<file path="config.mk">
export PLATFORM = sky130hd
export DESIGN_NAME = mc_seq_flat
export DESIGN_NICKNAME = d
export VERILOG_FILES = /design/src/rtl/mc_seq_pkg.sv /design/src/rtl/mc_seq_if.sv /design/src/rtl/mc_seq_wdog.sv /design/src/rtl/mc_seq.sv /design/src/flat_wrapper.sv
export SDC_FILE = /design/constraint.sdc
export NUM_CORES = 1
export LEC_CHECK = 0
export CAP_MARGIN = 25
export CELL_PAD_IN_SITES_DETAIL_PLACEMENT = 1
export CELL_PAD_IN_SITES_GLOBAL_PLACEMENT = 1
export CORE_MARGIN = 2
export CORE_UTILIZATION = 35
export DETAILED_ROUTE_END_ITERATION = 10
export GPL_ROUTABILITY_DRIVEN = 0
export PLACE_DENSITY_LB_ADDON = 0.1
export SKIP_CTS_REPAIR_TIMING = 1
export SLEW_MARGIN = 20
export SYNTH_ARGS = -nofsm -noshare
export SYNTH_HDL_FRONTEND = slang
export SYNTH_SLANG_ARGS = --single-unit
</file>
<file path="constraint.sdc">
create_clock -name clk -period 2.7 [get_ports clk]
set_clock_uncertainty 0.15 [all_clocks]
set_input_delay 0.54 -clock clk [delete_from_list [all_inputs] [get_ports clk]]
set_output_delay 0.54 -clock clk [all_outputs]
set_load 0.01 [all_outputs]
</file>
<file path="src/rtl/mc_seq_pkg.sv">
// Shared encodings for the multi-cycle sequencer: state codes, PC select codes
// and the cp0 cause codes it reports.
package mc_seq_pkg;

  typedef enum logic [2:0] {
    S_IF  = 3'd0,
    S_ID  = 3'd1,
    S_EX  = 3'd2,
    S_MEM = 3'd3,
    S_WB  = 3'd4,
    S_EXC = 3'd5
  } state_e;

  localparam logic [1:0] PC_SEL_NPC = 2'b00;  // datapath next-PC (incl. eret)
  localparam logic [1:0] PC_SEL_EXC = 2'b10;  // exception vector

  localparam logic [4:0] EXC_INT = 5'd0;
  localparam logic [4:0] EXC_BUS = 5'd7;

endpackage

</file>
<file path="src/rtl/mc_seq_if.sv">
// Sequencer <-> datapath/memory bundle. The sequencer side (master) consumes
// decode flags and memory ready lines and drives every strobe.
interface mc_seq_if;
  logic       is_load;
  logic       is_store;
  logic       has_wb;
  logic       is_eret;
  logic       irq;
  logic       im_ready;
  logic       dm_ready;
  logic       im_req;
  logic       ir_w;
  logic       dm_req;
  logic       dm_we;
  logic       reg_we;
  logic       pc_w;
  logic [1:0] pc_sel;
  logic       cp0_epc;
  logic [4:0] exc_code;
  logic [2:0] state;

  modport master (
    input  is_load, is_store, has_wb, is_eret, irq, im_ready, dm_ready,
    output im_req, ir_w, dm_req, dm_we, reg_we, pc_w, pc_sel, cp0_epc,
           exc_code, state
  );

  modport slave (
    output is_load, is_store, has_wb, is_eret, irq, im_ready, dm_ready,
    input  im_req, ir_w, dm_req, dm_we, reg_we, pc_w, pc_sel, cp0_epc,
           exc_code, state
  );
endinterface

</file>
<file path="src/rtl/mc_seq_wdog.sv">
// Memory wait watchdog: clearable counter that saturates at MEM_TIMEOUT and
// flags expiry once it sits there.
module mc_seq_wdog #(
  parameter int MEM_TIMEOUT = 15,
  parameter int CNT_W       = 8
) (
  input  logic clk,
  input  logic reset,
  input  logic clr_i,
  input  logic inc_i,
  output logic expired_o
);

  localparam logic [CNT_W-1:0] LIMIT = CNT_W'(MEM_TIMEOUT);

  logic [CNT_W-1:0] cnt_q, cnt_d;

  // Clear wins over increment; hold at LIMIT instead of wrapping.
  always_comb begin
    cnt_d = cnt_q;
    if (clr_i)                        cnt_d = '0;
    else if (inc_i && cnt_q != LIMIT) cnt_d = cnt_q + CNT_W'(1);
  end

  // Counter register.
  always_ff @(posedge clk or posedge reset) begin
    if (reset) cnt_q <= '0;
    else       cnt_q <= cnt_d;
  end

  assign expired_o = (cnt_q == LIMIT);

endmodule

</file>
<file path="src/rtl/mc_seq.sv">
// Multi-cycle MIPS sequencer: walks each instruction through IF/ID/EX/MEM/WB,
// waits on variable-latency memories and raises interrupt / bus-error entries
// into cp0. A memory phase waits MEM_TIMEOUT cycles with ready low and then
// gets one final cycle (counter == MEM_TIMEOUT) in which ready still wins.
module mc_seq
  import mc_seq_pkg::*;
#(
  parameter int MEM_TIMEOUT = 15,
  parameter int CNT_W       = 8
) (
  input  logic      clk,
  input  logic      reset,
  mc_seq_if.master  bus
);

  state_e     state_q, state_d;
  logic       im_req_q, dm_req_q, dm_we_q, cp0_epc_q;
  logic [1:0] pc_sel_q;
  logic [4:0] exc_code_q;

  logic fetching, expired, timeout, cnt_clr, cnt_inc;

  // im_req is low in the first cycle after reset, so fetch handshakes only
  // count once the request is actually on the bus.
  assign fetching = (state_q == S_IF) && im_req_q;

  // Next-state decision; timeout marks a bus-error exception entry.
  always_comb begin
    state_d = state_q;
    timeout = 1'b0;
    case (state_q)
      S_IF: begin
        if (fetching) begin
          if (bus.im_ready) state_d = S_ID;
          else if (expired) begin
            state_d = S_EXC;
            timeout = 1'b1;
          end
        end
      end
      S_ID:  state_d = S_EX;
      S_EX:  state_d = (bus.is_load || bus.is_store) ? S_MEM : S_WB;
      S_MEM: begin
        if (bus.dm_ready) state_d = S_WB;
        else if (expired) begin
          state_d = S_EXC;
          timeout = 1'b1;
        end
      end
      S_WB:    state_d = (bus.irq && !bus.is_eret) ? S_EXC : S_IF;
      S_EXC:   state_d = S_IF;
      default: state_d = S_IF;
    endcase
  end

  assign cnt_clr = (state_d != state_q);
  assign cnt_inc = (fetching && !bus.im_ready) ||
                   ((state_q == S_MEM) && !bus.dm_ready);

  mc_seq_wdog #(
    .MEM_TIMEOUT (MEM_TIMEOUT),
    .CNT_W       (CNT_W)
  ) u_wdog (
    .clk       (clk),
    .reset     (reset),
    .clr_i     (cnt_clr),
    .inc_i     (cnt_inc),
    .expired_o (expired)
  );

  // State register plus Moore outputs registered from the next state, so a
  // reset drops dm_req/dm_we on the same edge.
  always_ff @(posedge clk or posedge reset) begin
    if (reset) begin
      state_q    <= S_IF;
      im_req_q   <= 1'b0;
      dm_req_q   <= 1'b0;
      dm_we_q    <= 1'b0;
      cp0_epc_q  <= 1'b0;
      pc_sel_q   <= PC_SEL_NPC;
      exc_code_q <= EXC_INT;
    end else begin
      state_q   <= state_d;
      im_req_q  <= (state_d == S_IF);
      dm_req_q  <= (state_d == S_MEM);
      // Write enable captured on MEM entry and held for the whole access.
      if (state_d == S_MEM) dm_we_q <= (state_q == S_MEM) ? dm_we_q : bus.is_store;
      else                  dm_we_q <= 1'b0;
      cp0_epc_q <= (state_d == S_EXC);
      pc_sel_q  <= (state_d == S_EXC) ? PC_SEL_EXC : PC_SEL_NPC;
      if (state_d == S_EXC) exc_code_q <= timeout ? EXC_BUS : EXC_INT;
      else                  exc_code_q <= EXC_INT;
    end
  end

  assign bus.im_req   = im_req_q;
  assign bus.dm_req   = dm_req_q;
  assign bus.dm_we    = dm_we_q;
  assign bus.cp0_epc  = cp0_epc_q;
  assign bus.pc_sel   = pc_sel_q;
  assign bus.exc_code = exc_code_q;
  assign bus.state    = state_q;

  // Handshake-qualified pulses.
  assign bus.ir_w   = fetching && bus.im_ready;
  assign bus.reg_we = (state_q == S_WB) && bus.has_wb && !bus.is_store;
  assign bus.pc_w   = (state_q == S_WB) || (state_q == S_EXC);

endmodule
</file>
<file path="src/flat_wrapper.sv">
// flat-port wrapper written by rule: the top's interface ports become plain ports
module mc_seq_flat import mc_seq_pkg::*;
#(
  parameter int MEM_TIMEOUT = 15,
  parameter int CNT_W       = 8
)
  (clk, reset, bus_is_load, bus_is_store, bus_has_wb, bus_is_eret, bus_irq, bus_im_ready, bus_dm_ready, bus_im_req, bus_ir_w, bus_dm_req, bus_dm_we, bus_reg_we, bus_pc_w, bus_pc_sel, bus_cp0_epc, bus_exc_code, bus_state);
  mc_seq_if bus_i ();
  input  logic clk;
  input  logic reset;
  input wire logic [$bits(bus_i.is_load)-1:0] bus_is_load;
  input wire logic [$bits(bus_i.is_store)-1:0] bus_is_store;
  input wire logic [$bits(bus_i.has_wb)-1:0] bus_has_wb;
  input wire logic [$bits(bus_i.is_eret)-1:0] bus_is_eret;
  input wire logic [$bits(bus_i.irq)-1:0] bus_irq;
  input wire logic [$bits(bus_i.im_ready)-1:0] bus_im_ready;
  input wire logic [$bits(bus_i.dm_ready)-1:0] bus_dm_ready;
  output wire logic [$bits(bus_i.im_req)-1:0] bus_im_req;
  output wire logic [$bits(bus_i.ir_w)-1:0] bus_ir_w;
  output wire logic [$bits(bus_i.dm_req)-1:0] bus_dm_req;
  output wire logic [$bits(bus_i.dm_we)-1:0] bus_dm_we;
  output wire logic [$bits(bus_i.reg_we)-1:0] bus_reg_we;
  output wire logic [$bits(bus_i.pc_w)-1:0] bus_pc_w;
  output wire logic [$bits(bus_i.pc_sel)-1:0] bus_pc_sel;
  output wire logic [$bits(bus_i.cp0_epc)-1:0] bus_cp0_epc;
  output wire logic [$bits(bus_i.exc_code)-1:0] bus_exc_code;
  output wire logic [$bits(bus_i.state)-1:0] bus_state;
  assign bus_i.is_load = bus_is_load;
  assign bus_i.is_store = bus_is_store;
  assign bus_i.has_wb = bus_has_wb;
  assign bus_i.is_eret = bus_is_eret;
  assign bus_i.irq = bus_irq;
  assign bus_i.im_ready = bus_im_ready;
  assign bus_i.dm_ready = bus_dm_ready;
  assign bus_im_req = bus_i.im_req;
  assign bus_ir_w = bus_i.ir_w;
  assign bus_dm_req = bus_i.dm_req;
  assign bus_dm_we = bus_i.dm_we;
  assign bus_reg_we = bus_i.reg_we;
  assign bus_pc_w = bus_i.pc_w;
  assign bus_pc_sel = bus_i.pc_sel;
  assign bus_cp0_epc = bus_i.cp0_epc;
  assign bus_exc_code = bus_i.exc_code;
  assign bus_state = bus_i.state;
  mc_seq #(.MEM_TIMEOUT(MEM_TIMEOUT), .CNT_W(CNT_W)) u_core (.clk(clk), .reset(reset), .bus(bus_i));
endmodule
</file>
==> impl_metrics.tcl <==
set metrics [dict create \
    status "complete, no violations" \
    hold_violations 0 \
    final_nets 141 \
    drive_gt1_share_pct 13.18 \
    finalWorstSetupSlack_ns 0.1233 \
    antenna_found_initial 0 \
    wire_per_inst_um 15.36 \
    vdd_drop_max_mv 0.5932 \
    clock-sinks 16 \
    ys_warn_count 0 \
    synth_cell_types 37 \
    netlist_instances 104 \
    die_x_um 57.28 \
    drv_slew 0 \
    placedInstanceArea_um2 1245 \
    cpPeakStageDelay_ns 0.59 \
    fmax_ghz 0.3881 \
    syn_area_per_cell_um2 9.552 \
    fp.dieH_um 57.28 \
    insertion_delay_ns 0.28 \
    crit-reg2reg-launch "u_core.bus.state[1]" \
    cts_tree "done" \
    p_leak_nw 0.5435 \
    ys_ff_latch 16 \
    antenna_left 0 \
    pre_cts_ws_ns 0.1108 \
    core_area_um2 2734 \
    drt_first_pass_iters 4 \
    vias 863 \
    hold_ws_ns 0.4522 \
    design_area_um2 1267 \
    htreeDepth 1 \
    worstHoldStart "u_core.u_wdog.cnt_q[2]" \
    min_to "u_core.u_wdog.cnt_q[2]" \
    path_clk_slew_ns 0.07 \
    r2r_slack_ns 0.56 \
    grt_max_degree 17 \
    track_usage_pct 16.66 \
    worstPathCellList "nor2_1, inv_1, nor4b_1, clkdlybuf4s50_1" \
    io_buffer_count 22 \
    nFillCells 317 \
    drtIter0Drc 21 \
    multi_input_area_um2 518.0 \
    critPathKind "reg -> out" \
    cp_slowest_cell "clkdlybuf4s50_1" \
    r2r_end "u_core.u_wdog.cnt_q[4]" \
    drc 0 \
    dieArea_um2 3280 \
    relSlewSlack_pct 61.36 \
    setup-violations-final 0 \
    worstPathArrival_ns 1.89 \
    hp-class "reg -> reg" \
    worst_ep_required_time_ns 2.01 \
    tns_ns 0 \
    p_per_area_nw_per_um2 795.9 \
    grt-ovfl-total 0 \
    num_rows 19 \
    viasPerCell 5.394 \
    start_util_pct 36.34 \
    place_hpwl_um 1965 \
    syn_area_um2 993.5 \
    critical_path.max_fanout 9 \
    ys_seq_area_share_pct 40.30 \
    worst_pin_slew_ns 0.5789 \
    grt_first_pass_wirelength_um 4209 \
    areaGrowthSynthToFinish_pct 27.58 \
    max-cap-violations 0 \
    reg2regPathDepth 4 \
    io_pins 26 \
    cts_root_buffer "clkbuf_4" \
    power_mw 1.009 \
    period_needed_ns 2.577 \
    cp-start-kind "flop" \
    regArea_um2 400.4 \
    min_path_cells 1 \
    crit_path_end_kind "output port" \
    insertedDiodeCount 0 \
    cts_buffer_depth 2 \
    grt_pass1_vias 872 \
    fin_crit_sh_pct 95.43 \
    rsz0062_at_grt "no" \
    cts_buffers 3 \
    routed_wl_um 2458 \
]
[per-stage QoR]
stage          instances  utilization [%]
2_1_floorplan        106                -
3_3_place_gp         157            45.54
3_5_place_dp         157            45.54
4_1_cts              160            46.36
5_1_grt              160            46.36
6_report             160            46.36
[synth_stat cells]
library cell | number | area share [%]
nand3b_1 | 2 | 1.5
and3_1 | 1 | 0.63
o2bb2ai_1 | 1 | 0.88
ha_1 | 1 | 1.3
xor2_1 | 1 | 0.88
nand4b_1 | 1 | 0.88
nor4b_1 | 1 | 0.88
buf_6 | 1 | 1.1
nor3_1 | 9 | 4.5
or4_4 | 1 | 1.1
o21ai_0 | 1 | 0.50
nor2b_1 | 2 | 1.3
nand3_1 | 3 | 1.5
xnor2_1 | 3 | 2.6
a211oi_2 | 1 | 1.3
nand4_1 | 2 | 1.3
nor4_4 | 2 | 4.3
a21oi_1 | 3 | 1.5
and4_1 | 2 | 1.8
and2_1 | 1 | 0.63
a21o_4 | 1 | 1.5
a2111oi_0 | 2 | 1.8
clkbuf_1 | 1 | 0.38
dfrtp_1 | 16 | 40
or4b_4 | 1 | 1.4
a31o_2 | 1 | 0.88
a31oi_1 | 2 | 1.3
nand2_1 | 12 | 4.5
inv_1 | 6 | 2.3
and4b_1 | 1 | 1.0
o211ai_1 | 2 | 1.5
nor2_1 | 8 | 3.0
conb_1 | 1 | 0.38
or2b_1 | 1 | 0.76
mux2_2 | 1 | 1.1
buf_4 | 6 | 4.5
mux2i_1 | 3 | 3.0
[cell families (layout without fill, tap and decap cells)]
group                      after synthesis  count (layout)  share of synthesized area [%]
muxes                                    4               4                          4.156
xor gates and xnor gates                 4               4                          3.527
adders and majority gates                1               1                          1.259
other                                    1               3                         0.3775
DFF                                     16              16                          40.30
and+or+nand+nor                         50              50                          30.98
buffers and inverters                   14              37                          8.311
AOI/OAI and AO/OA                       14              14                          11.08
[flip-flops by register name (all words and copies together) (netlist names)]
register,count
u_core.bus.im_req,1
u_core.bus.pc_sel,1
u_core.u_wdog.cnt_q,8
u_core.bus.exc_code,1
u_core.bus.dm_we,1
u_core.bus.dm_req,1
u_core.bus.state,3
[placed cells by master (no fill, tap or decap), types with 3 or more instances in the layout]
cell type and instances:
clkdlybuf4s50_1 22, dfrtp_1 16, nand2_1 12, nor3_1 9, nor2_1 8, inv_1 6, buf_4 6, mux2i_1 3
xnor2_1 3, a21oi_1 3, nand3_1 3, conb_1 3, clkbuf_4 3
[critical path, delay by kind of cell (launching register included)]
kind,cells,cell delay [ns]
flip-flops,1,0.49
AND/OR/NAND/NOR,2,0.45
buffers and inverters,2,0.67
[power breakdown]
group,internal [mW],switching [mW]
Combinational,0.259,0.286
Sequential,0.286,0.0592
Clock,0.0517,0.0665
[metal layers]
| metal | global-route usage [%] | up-vias | routed length, um |
|---|---|---|---|
| met3 | 5.215 | 2 | 160 |
| met4 | 5.648 | 0 | 21 |
| met1 | 23.52 | 423 | 1182 |
| li1 | - | 412 | - |
| met5 | 0 | - | 0 |
| met2 | 24.30 | 26 | 1094 |
[worst max-delay path by stage]
stage | startpoint | end
floorplan | u_core.bus.state[0] | u_core.u_wdog.cnt_q[4]
finish | u_core.bus.state[1] | bus_reg_we
global placement | bus_im_ready | u_core.u_wdog.cnt_q[4]
CTS | u_core.bus.state[1] | bus_reg_we
global route | u_core.bus.state[1] | bus_reg_we
detailed placement | bus_im_ready | u_core.u_wdog.cnt_q[4]
[final cells by class]
cell class	count	share of cell area, %
multi-input cells	76	40.87
well taps	31	3.060
repair buffers	28	20.93
clock buffers	3	1.777
flip-flops and latches	16	31.59
inverters	6	1.777
(Power assumes the default switching activity.)
